## config.mk

```make
export PLATFORM = sky130hd
export DESIGN_NAME = median_window_feeder
export DESIGN_NICKNAME = d
export VERILOG_FILES = /design/src/rtl/median_pkg.sv /design/src/rtl/median_window_feeder.sv
export SDC_FILE = /design/constraint.sdc
export NUM_CORES = 1
export LEC_CHECK = 0
export CELL_PAD_IN_SITES_DETAIL_PLACEMENT = 2
export CELL_PAD_IN_SITES_GLOBAL_PLACEMENT = 2
export CORE_AREA = 2 2 187 152
export CTS_CLUSTER_DIAMETER = 80
export DETAILED_ROUTE_END_ITERATION = 7
export DIE_AREA = 0 0 189 154
export PLACE_DENSITY_LB_ADDON = 0.25
export SYNTH_ARGS = -nofsm -noshare
export SYNTH_HDL_FRONTEND = slang
export SYNTH_SLANG_ARGS = --single-unit
```

## constraint.sdc

```tcl
create_clock -name clk -period 8.2 [get_ports clk]
set_clock_uncertainty 0.2 [all_clocks]
set_input_delay 0.82 -clock clk [delete_from_list [all_inputs] [get_ports clk]]
set_output_delay 0.82 -clock clk [all_outputs]
set_load 0.02 [all_outputs]
```

## src/rtl/median_pkg.sv

```systemverilog
// Shared types for the median datapath: sample type and window size.
// Used by the window feeder and by the downstream median/sort stages.
package median_pkg;

  typedef logic [31:0] data_t;

  // Number of taps in a median window.
  localparam int unsigned MEDIAN_N = 5;

  // Width of the window fill counter (counts 0..MEDIAN_N).
  localparam int unsigned FILL_W = 3;

endpackage

```

## src/rtl/median_window_feeder.sv

```systemverilog
// Streaming front end for the 5-input median network.
// Collects samples into a 5-tap sliding window and presents it registered with
// valid/ready. Frames are delimited by in_last; window fill restarts per frame.
//
// Ports:
//   clk, rst            clock, asynchronous active-high reset
//   in_valid/in_ready   sample handshake; in_data sample, in_last end of frame
//   win_valid/out_ready window handshake
//   data_0..data_4      window taps, oldest to newest
//   win_last            newest tap carried in_last
//   win_idx             index of the window within its frame
//   short_frame         1-cycle pulse: frame ended before a window was formed
module median_window_feeder
  import median_pkg::*;
#(
  parameter int unsigned DATA_W = 32,
  parameter int unsigned IDX_W  = 16
) (
  input  logic              clk,
  input  logic              rst,
  input  logic              in_valid,
  output logic              in_ready,
  input  logic [DATA_W-1:0] in_data,
  input  logic              in_last,
  output logic              win_valid,
  input  logic              out_ready,
  output data_t             data_0,
  output data_t             data_1,
  output data_t             data_2,
  output data_t             data_3,
  output data_t             data_4,
  output logic              win_last,
  output logic [IDX_W-1:0]  win_idx,
  output logic              short_frame
);

  localparam logic [FILL_W-1:0] FillFull = FILL_W'(MEDIAN_N);

  data_t             tap_q [MEDIAN_N];
  data_t             tap_d [MEDIAN_N];
  logic [FILL_W-1:0] fill_q, fill_d, fill_nx;
  logic              win_valid_q, win_valid_d;
  logic              win_last_q, win_last_d;
  logic [IDX_W-1:0]  win_idx_q, win_idx_d;
  logic              short_q, short_d;
  logic              acc;

  // A held window blocks intake unless it is being consumed this cycle.
  assign in_ready = !win_valid_q || out_ready;
  assign acc      = in_valid && in_ready;
  assign fill_nx  = (fill_q >= FillFull) ? FillFull : fill_q + FILL_W'(1);

  always_comb begin
    tap_d       = tap_q;
    fill_d      = fill_q;
    win_valid_d = win_valid_q;
    win_last_d  = win_last_q;
    win_idx_d   = win_idx_q;
    short_d     = 1'b0;
    if (acc) begin
      for (int i = 0; i < MEDIAN_N - 1; i++) begin
        tap_d[i] = tap_q[i+1];
      end
      tap_d[MEDIAN_N-1] = data_t'(in_data);
      // End of frame: next sample starts filling a fresh window.
      fill_d      = in_last ? '0 : fill_nx;
      win_valid_d = (fill_nx == FillFull);
      if (fill_nx == FillFull) begin
        win_last_d = in_last;
        // fill 4->5 is the frame's first window; saturated fill means a later one.
        win_idx_d  = (fill_q == FillFull) ? win_idx_q + IDX_W'(1) : '0;
      end
      short_d = in_last && (fill_nx != FillFull);
    end else if (out_ready) begin
      win_valid_d = 1'b0;
    end
  end

  always_ff @(posedge clk or posedge rst) begin
    if (rst) begin
      for (int i = 0; i < MEDIAN_N; i++) begin
        tap_q[i] <= '0;
      end
      fill_q      <= '0;
      win_valid_q <= 1'b0;
      win_last_q  <= 1'b0;
      win_idx_q   <= '0;
      short_q     <= 1'b0;
    end else begin
      tap_q       <= tap_d;
      fill_q      <= fill_d;
      win_valid_q <= win_valid_d;
      win_last_q  <= win_last_d;
      win_idx_q   <= win_idx_d;
      short_q     <= short_d;
    end
  end

  assign data_0      = tap_q[0];
  assign data_1      = tap_q[1];
  assign data_2      = tap_q[2];
  assign data_3      = tap_q[3];
  assign data_4      = tap_q[4];
  assign win_valid   = win_valid_q;
  assign win_last    = win_last_q;
  assign win_idx     = win_idx_q;
  assign short_frame = short_q;

endmodule

```

# [Word-level counts from Yosys, hierarchy flattened]
# Index checks and enable logic that the tools add are counted.
[op_classes] addsub=2 n_lt_le_gt_ge=1 eq_ne=3 n_mux=6 reduce_logical=6
[ops] op="16-bit by 1-bit adder with 16-bit output (second input constant)" n=1
[ops] op="16-bit two-way mux" n=1
[ops] op="3-bit == test (second input constant)" n=2
[ops] op="3-bit two-way mux" n=2
[ops] op="3-bit by 1-bit adder with 3-bit output (second input constant)" n=1
[ops] op="3-bit greater-or-equal comparator (second input constant)" n=1
[ops] op="1-bit two-way mux" n=3
[ops] op="3-bit inequality test (second input constant)" n=1
[ops] op="1-bit logical AND" n=2
[ops] op="2-bit AND reduction" n=1
[ops] op="2-bit nonzero test" n=1
[ops] op="1-bit logical NOT" n=1
[ops] op="1-bit logical OR" n=1
[word_totals] ff_bits=182 output_inout_bits=180 word_cells=28

# [Depth between registers and ports, before layout]
[depth] word_depth=5 mapped_depth=8

# [Worst setup path after synthesis]
# OpenSTA, ideal clock, no wires.
[synth_path] path_kind="input to output" startpoint="input out_ready" endpoint="output in_ready" t_arrival_ps=1263 required_ps=7180 path_slack_ps=5917 cell_stages=2 path_cell_list="or2b_2 -> clkbuf_8"
[synth_via] elab_chain_len=1
[synth_rtl] item="from (decl)" line_no="median_window_feeder.sv:26" text="input logic out_ready,"
[synth_rtl] item="1-bit logical OR" line_no="median_window_feeder.sv:49" text="assign in_ready = !win_valid_q || out_ready;"
[synth_rtl] item="to (decl)" line_no="median_window_feeder.sv:22" text="output logic in_ready,"
# No other way between the ends.

# [Worst setup path in the final report]
# Same ends and word-level chain as after synthesis.

==> metrics <==
final setup TNS 0 ns; Crit path required time 7.18 ns; DRT Wirelength 23360 um; Yosys reg bits 182; CTS resizes 0; crit share post-route 39.31%; most frequent cells in the layout 496 x nand2_1, 216 x clkdlybuf4s50_1, 182 x dfrtp_1, 17 x clkbuf_16, 12 x nand3_1; Mapped Nets 848; # clock sinks 182; Core Region 27090 um2; status finished clean; critical-path cell list clkdlybuf4s50_1, or2b_2, clkdlybuf4s50_1; final slew viol count 0; Die ar. 29110 um2; Worst VDD drop 139.3 uV; starting DRC count in detailed routing 281; first-pass iteration count of the detailed router 5; Die W 189 um; Vias 6204; Final Wtd Congestion 0.7514; Crit Path Max Fanout 9; Post-DP HPWL 15480 um; I/O Pins 217; Clk pin slew, worst setup/hold paths 0.07 ns; antenna-violating nets left 0; commonest non-fill, non-tap cell in the layout nand2_1; CP max stage delay 0.59 ns; non-filler cells, final 1384; combinational power share 40.3%; Pleak 5.064 nW; layout cell share with drive strength beyond 1 5.196%; Worst slew margin 38.52%; placed cell area 9708 um2; post-synthesis cell count 808; grt total ovfl 0; initial antenna violation count 0; Worst setup EP type primary output; Worst Tran Pin Value 0.9200 ns; first-pass GRT wire length 37630 um; sw frac 40.07%; largest buffer count on any clock path 2; Power Density 385.4 nW/um2; Setup violations, final 0; Ys Warns 0; Mapped Area 7276 um2; Hold Crit Class flip-flop to flip-flop; asr flop ratio synth 100.0%; num rows 54; WP data arrival 2.20 ns; vias per cell 4.483; post-synthesis sequential area ratio 62.60%; post-route minimum period 3.224 ns; Final Hold Fails 0; CTS tree done; placed insts 1352; Post-synth EDFFs 0; f_max 310.2 MHz; critical path's slowest cell clkdlybuf4s50_1; Nets 1047; CTS H-tree lvls 4; drt drc 0; RSZ-0062 raised after global routing false; CTS buffer count 17; PortBufs 216; P_int 2.383 mW; pin count of the biggest net entering global routing 121; hold_buf cts 0; crit-path most repeated cell clkdlybuf4s50_1; Initial Utilization 26.85%; Post-CTS Repair Setup Buffers 0; fin area 10320 um2; Root Buffer clkbuf_16; vias in the first global route 6654; Flop pwr share 37.6%; MaxCap Viol Count 0; startpoint types input port; die height 154 um; Sw Pwr 1.593 mW; count of cell types in the netlist 43; Total GRT Usage 16.54%; worst skew pair latency 0.45 ns; most used flip-flop cell after synthesis dfrtp_1; fraction of power consumed by the clock network 22.0%; ant diodes 0; Avg Cell Area, Syn 9.005 um2; WL/cell 16.88 um; kind of critical path input port to primary output; worst hold slack 0.2773 ns; Area Overhead vs Synth 41.79%
Yosys cell counts, types with 4 or more instances:
cell	number	area, um2
clkbuf_1	7	26.28
buf_2	23	115.1
dfrtp_1	182	4554
a21oi_1	6	30.03
nand2_1	497	1866
nand3_1	12	60.06
or4_1	4	30.03
nand4_1	4	25.02
a22o_2	4	40.04
inv_1	4	15.01
buf_4	8	60.06
o21ai_0	10	50.05
sequential cells by signal (all words and copies together) (netlist names), 3 cells and up:
| name | flops |
|---|---|
| data_1 | 32 |
| data_4 | 32 |
| data_2 | 32 |
| win_idx | 16 |
| data_3 | 32 |
| data_0 | 32 |
| fill_q | 3 |
layout make-up:
cell class | instances | area (um2)
multi-input combinational | 581 | 2476
inverter | 4 | 22.52
timing repair buffer | 221 | 2200
clock buffer | 17 | 425.4
tap | 364 | 455.4
clock inverter | 15 | 182.7
sequential | 182 | 4554
fill | 2997 | 16780
final timing paths:
check	slack [ns]	cells past startpoint	endpoint	start
max in group asynchronous	5.56	3	data_2[17]	rst
worst max register to register	5.56	5	win_last	fill_q[1]
worst min-delay path	0.28	2	data_0[30]	data_0[30]
min in group asynchronous	0.75	2	data_4[20]	rst
worst min register to register	0.28	2	data_0[30]	data_0[30]
worst max-delay path	4.98	3	in_ready	out_ready
worst max-delay path, delay by kind of cell:
family / cells / cell delay [ns]
buffers and inverters: 2 / 0.98
AND/OR/NAND/NOR: 1 / 0.40
kinds of logic (layout without fill, tap and decap cells):
kind of cell	after synthesis	in the layout	synth area share, %
and+or+nand+nor	541	541	29.48
DFF	182	182	62.60
buffers and inverters	45	257	3.508
AOI/OAI and AO/OA	35	35	3.560
adders and majority gates	3	3	0.5160
muxes	2	2	0.3439
layer usage:
metal / up-vias / share of wire (%) / global-route usage [%]
met4: 0 / 1.4 / 4.948
li1: 2926 / - / -
met3: 19 / 5.6 / 5.022
met1: 3125 / 47 / 22.03
met5: - / 0 / 0
met2: 134 / 46 / 25.89
per-stage QoR:
stage | utilization (%) | power, mW | worst slack [ns]
final | 38.08 | 3.976 | 4.976
after global routing | 38.08 | 4.236 | 4.937
after CTS | 38.08 | 4.051 | 4.971
after detailed placement | 35.83 | 3.148 | 4.698
after global placement | 35.83 | 3.098 | 4.770
after floorplan | - | 2.245 | 2.236
power by group through the flow:
stage	registers (mW)	logic (mW)	clock network, mW
after floorplan	1.85	0.396	0
after global placement	1.51	1.59	0
after detailed placement	1.52	1.63	0
after CTS	1.51	1.64	0.904
after global routing	1.56	1.74	0.939
final	1.50	1.60	0.875
No activity file was read; power rests on OpenSTA's default activity.
